<file path="src/rtl/demux_sel_arbiter_pkg.sv">
// ============================================================================
// demux_sel_arbiter_pkg : shared constants and types for the demux arbiter
// Rev 1.0 : initial release
// ============================================================================
`default_nettype none

package demux_sel_arbiter_pkg;

  localparam int unsigned NUM_CH = 4;
  localparam int unsigned IDX_W  = 2;

  typedef logic [IDX_W-1:0] idx_t;

  typedef enum logic [0:0] {
    IDLE  = 1'b0,
    GRANT = 1'b1
  } state_e;

endpackage

`default_nettype wire

</file>
<file path="src/rtl/demux_sel_arbiter_rr_pick4.sv">
// ============================================================================
// rr_pick4 : combinational round-robin picker, first set req from ptr upward
// Rev 1.0 : initial release
// ============================================================================
`default_nettype none

module rr_pick4
  import demux_sel_arbiter_pkg::*;
(
  input  logic [NUM_CH-1:0] req_i,
  input  idx_t              ptr_i,
  output logic              any_o,
  output idx_t              idx_o
);

  idx_t cand;

  // Scan from the farthest offset down so the nearest hit to ptr wins last.
  always_comb begin
    any_o = 1'b0;
    idx_o = ptr_i;
    cand  = ptr_i;
    for (int k = NUM_CH - 1; k >= 0; k--) begin
      cand = ptr_i + idx_t'(k);
      if (req_i[cand]) begin
        any_o = 1'b1;
        idx_o = cand;
      end
    end
  end

endmodule

`default_nettype wire

</file>
<file path="src/rtl/demux_sel_arbiter.sv">
// ============================================================================
// demux_sel_arbiter : round-robin 4-channel arbiter driving demux selects,
//                     with a per-grant hold limit and timeout pulse
// Rev 1.0 : initial release
// ============================================================================
`default_nettype none

module demux_sel_arbiter
  import demux_sel_arbiter_pkg::*;
#(
  parameter  int unsigned MAX_HOLD = 8,
  localparam int unsigned HCW      = $clog2(MAX_HOLD + 1)
) (
  input  logic              clk,
  input  logic              rst,
  input  logic [NUM_CH-1:0] req,
  input  logic              done,
  output logic              grant_valid,
  output logic              sel_i0,
  output logic              sel_i1,
  output logic              timeout
);

  localparam logic [HCW-1:0] HOLD_LIM = HCW'(MAX_HOLD);

  state_e         state_q, state_d;
  idx_t           ptr_q, ptr_d;
  idx_t           sel_q, sel_d;
  logic [HCW-1:0] hold_q, hold_d;
  logic           gv_q, gv_d;
  logic           timeout_q, timeout_d;

  logic           pick_any;
  idx_t           pick_idx;

  rr_pick4 u_pick (
    .req_i (req),
    .ptr_i (ptr_q),
    .any_o (pick_any),
    .idx_o (pick_idx)
  );

  always_comb begin
    state_d   = state_q;
    ptr_d     = ptr_q;
    sel_d     = sel_q;
    hold_d    = hold_q;
    gv_d      = gv_q;
    timeout_d = 1'b0;
    case (state_q)
      IDLE: begin
        if (pick_any) begin
          sel_d   = pick_idx;
          gv_d    = 1'b1;
          hold_d  = HCW'(1);
          state_d = GRANT;
        end
      end
      GRANT: begin
        // done on the final allowed cycle counts as a clean release
        if (done || (hold_q == HOLD_LIM)) begin
          gv_d      = 1'b0;
          ptr_d     = sel_q + idx_t'(1);
          hold_d    = '0;
          timeout_d = ~done;
          state_d   = IDLE;
        end else begin
          hold_d = hold_q + HCW'(1);
        end
      end
      default: state_d = IDLE;
    endcase
  end

  always_ff @(posedge clk) begin
    if (rst) begin
      state_q   <= IDLE;
      ptr_q     <= '0;
      sel_q     <= '0;
      hold_q    <= '0;
      gv_q      <= 1'b0;
      timeout_q <= 1'b0;
    end else begin
      state_q   <= state_d;
      ptr_q     <= ptr_d;
      sel_q     <= sel_d;
      hold_q    <= hold_d;
      gv_q      <= gv_d;
      timeout_q <= timeout_d;
    end
  end

  // sel keeps its last value while idle; consumers qualify with grant_valid
  assign grant_valid = gv_q;
  assign sel_i1      = sel_q[1];
  assign sel_i0      = sel_q[0];
  assign timeout     = timeout_q;

endmodule

`default_nettype wire
</file>
<file path="config.mk">
export PLATFORM = sky130hd
export DESIGN_NAME = demux_sel_arbiter
export DESIGN_NICKNAME = d
export VERILOG_FILES = /design/src/rtl/demux_sel_arbiter_pkg.sv /design/src/rtl/demux_sel_arbiter_rr_pick4.sv /design/src/rtl/demux_sel_arbiter.sv
export SDC_FILE = /design/constraint.sdc
export NUM_CORES = 1
export LEC_CHECK = 0
export CORE_AREA = 2 2 39 41
export CTS_BUF_LIST = sky130_fd_sc_hd__clkbuf_16
export CTS_CLUSTER_SIZE = 12
export DETAILED_ROUTE_END_ITERATION = 8
export DIE_AREA = 0 0 41 43
export DONT_BUFFER_PORTS = 1
export GPL_ROUTABILITY_DRIVEN = 0
export PLACE_DENSITY_LB_ADDON = 0.15
export SYNTH_ARGS = -nofsm -noshare
export SYNTH_HDL_FRONTEND = slang
export SYNTH_SLANG_ARGS = --single-unit
export TNS_END_PERCENT = 100
</file>
<file path="constraint.sdc">
create_clock -name clk -period 1.95 [get_ports clk]
set_input_delay 0.585 -clock clk [delete_from_list [all_inputs] [get_ports clk]]
set_output_delay 0.585 -clock clk [all_outputs]
set_load 0.02 [all_outputs]
</file>
==> impl_metrics.json <==
{
  "p_leak_nw": 0.245,
  "ys_seq_area_share_pct": 39.1,
  "cap_violations": 0,
  "die_height_um": 43,
  "via_per_inst": 5.47,
  "final_common_cell": "dfxtp_1",
  "clk_pin_slew_ns": 0.04,
  "cp_top_family": "compound AO/OA/AOI/OAI gates",
  "dp_cells": 77,
  "power_mw": 0.678,
  "drive_above_1_share_pct": 12.3,
  "tightest_slew_ns": 0.330,
  "p_per_area_nw_per_um2": 1030,
  "mostFrequentLayoutCells": "11 x dfxtp_1, 9 x nor2_1, 6 x inv_1",
  "crit_buf_inv": 1,
  "setup_viol": 0,
  "synthCells": 62,
  "place_area_um2": 578,
  "fin_area_um2": 657,
  "finalCriticalPeriod_ns": 1.46,
  "fmax_ghz": 0.685,
  "cts_buffer_depth": 2,
  "cts-resized-gates": 0,
  "die_area_um2": 1760,
  "n_antenna_cell": 0,
  "vias": 443,
  "synth_nets": 71,
  "worst_path_largest_cell_delay_ns": 0.39,
  "cpMaxStageDelayCell": "dfxtp_1",
  "crit_fanout": 7,
  "cts.sinks": 11,
  "wl_per_cell_um": 13.5,
  "synthDistinctLibCells": 28,
  "hold_buffers": 0,
  "synthToLayoutAreaGrowth_pct": 16.7,
  "finalHoldViolations": 0,
  "cts_tree": "built",
  "worst_setup_path_start_kind": "flop",
  "rsz0062_at_grt": "false",
  "insertion_delay_ns": 0.24,
  "critPathCaptureType": "flop",
  "ys_ff_latch": 11,
  "pre_cts_ws_ns": 0.360,
  "grt_pass1_vias": 434,
  "die-width_um": 41,
  "post_cts_buffers": 0,
  "crit_chain": "inv_1, ha_1, and3b_1, o21a_1, a211oi_1",
  "final_util_pct": 47.5,
  "synth_area_per_cell_um2": 9.08,
  "wl_mm": 1.09,
  "initial_core_util_pct": 40.7,
  "final.setup.tns_ns": 0,
  "slew_viol_final": 0,
  "htreeDepth": 1,
  "max-vdd-ir-drop_uv": 545,
  "pin_count": 11,
  "ant_nets": 0,
  "synth_area_um2": 563,
  "post-route-period-util_pct": 74.8,
  "antenna_found_initial": 0,
  "cts_buffers": 3,
  "drc_errors": 0,
  "core.rowCount": 14,
  "cp.required_ns": 2.10,
  "status": "finished, final reports clean",
  "port_buffers": 0,
  "skew_ns": 0.00190,
  "final_nets": 75,
  "ctsRootBufferMaster": "clkbuf_16",
  "max-slew-margin-rel_pct": 78.0,
  "ys_warn_count": 0,
  "core_area_um2": 1380,
  "worstPathArrival_ns": 1.61,
  "fin_ws_ns": 0.490,
  "grt_pass1_wl_mm": 1.86,
  "globalRouteTotalUtil_pct": 16.8,
  "hp-class": "input pin to flop",
  "grt_overflow": 0,
  "whs_ns": 0.412,
  "first_iter_violations": 11,
  "first_pass_iters": 4,
  "grt_max_degree": 13,
  "final_cells": 81,
  "critPathKind": "flop to flop"
}
## power breakdown
part           total (mW)  internal (mW)  switching, mW
Combinational      0.0491         0.0253         0.0238
Clock               0.368          0.269         0.0989
Sequential          0.261          0.239         0.0228
## routing by layer
metal  track usage [%]  routed length, um  vias up
met5                 0                  0        -
met4              14.0                 42        0
met3              7.33                 72        5
met2              23.8                526       12
met1              18.0                450      196
li1                  -                  -      230
## synth_stat cells
| library cell | count | area share, % |
|---|---|---|
| a211oi_1 | 3 | 4.0 |
| a21boi_0 | 1 | 1.3 |
| a21oi_1 | 4 | 3.6 |
| a22oi_1 | 1 | 1.3 |
| a2bb2oi_1 | 1 | 1.6 |
| a31oi_1 | 1 | 1.1 |
| and3b_1 | 1 | 1.6 |
| buf_2 | 1 | 0.89 |
| dfxtp_1 | 11 | 39 |
| ha_1 | 2 | 4.4 |
| inv_1 | 5 | 3.3 |
| mux2i_1 | 1 | 1.8 |
| nand2_1 | 1 | 0.67 |
| nand2b_1 | 3 | 3.3 |
| nand3_1 | 1 | 0.89 |
| nand3b_1 | 1 | 1.3 |
| nor2_1 | 9 | 6.0 |
| nor2_4 | 1 | 2.0 |
| nor2b_4 | 1 | 2.4 |
| nor3_1 | 4 | 3.6 |
| nor3b_1 | 1 | 1.3 |
| o211ai_1 | 1 | 1.3 |
| o21a_1 | 1 | 1.3 |
| o21ai_1 | 1 | 0.89 |
| o221ai_1 | 1 | 1.6 |
| o32ai_2 | 2 | 5.8 |
| or4_4 | 1 | 2.0 |
| xnor2_1 | 1 | 1.6 |
## final timing paths
path / start / to / slack, ns / cells after the start
worst min-delay path: rst / hold_q[2] / 0.41 / 1
worst max register to register: hold_q[0] / ptr_q[0] / 0.49 / 5
worst max-delay path: hold_q[0] / ptr_q[0] / 0.49 / 5
worst min register to register: hold_q[3] / hold_q[3] / 0.49 / 2
## area by class of cell
type	instances	area, um2
fill	137	727
clock buffer	3	75.1
sequential	11	220
multi-input combinational	45	319
clock inverter	1	3.75
inverter	5	18.8
tap	16	20.0
## registers in the layout, summed over array words and instances (netlist names)
register	count
state_q	1
sel_q	2
grant_valid	1
ptr_q	2
timeout	1
hold_q	4
## logic make-up after synthesis
| family | synth area share [%] |
|---|---|
| flops | 39.1 |
| compound gates | 23.8 |
| buf+inv | 4.22 |
| fa+ha+maj | 4.44 |
| simple gates | 25.1 |
| xor+xnor | 1.56 |
| mux | 1.78 |
(Power assumes the default switching activity.)
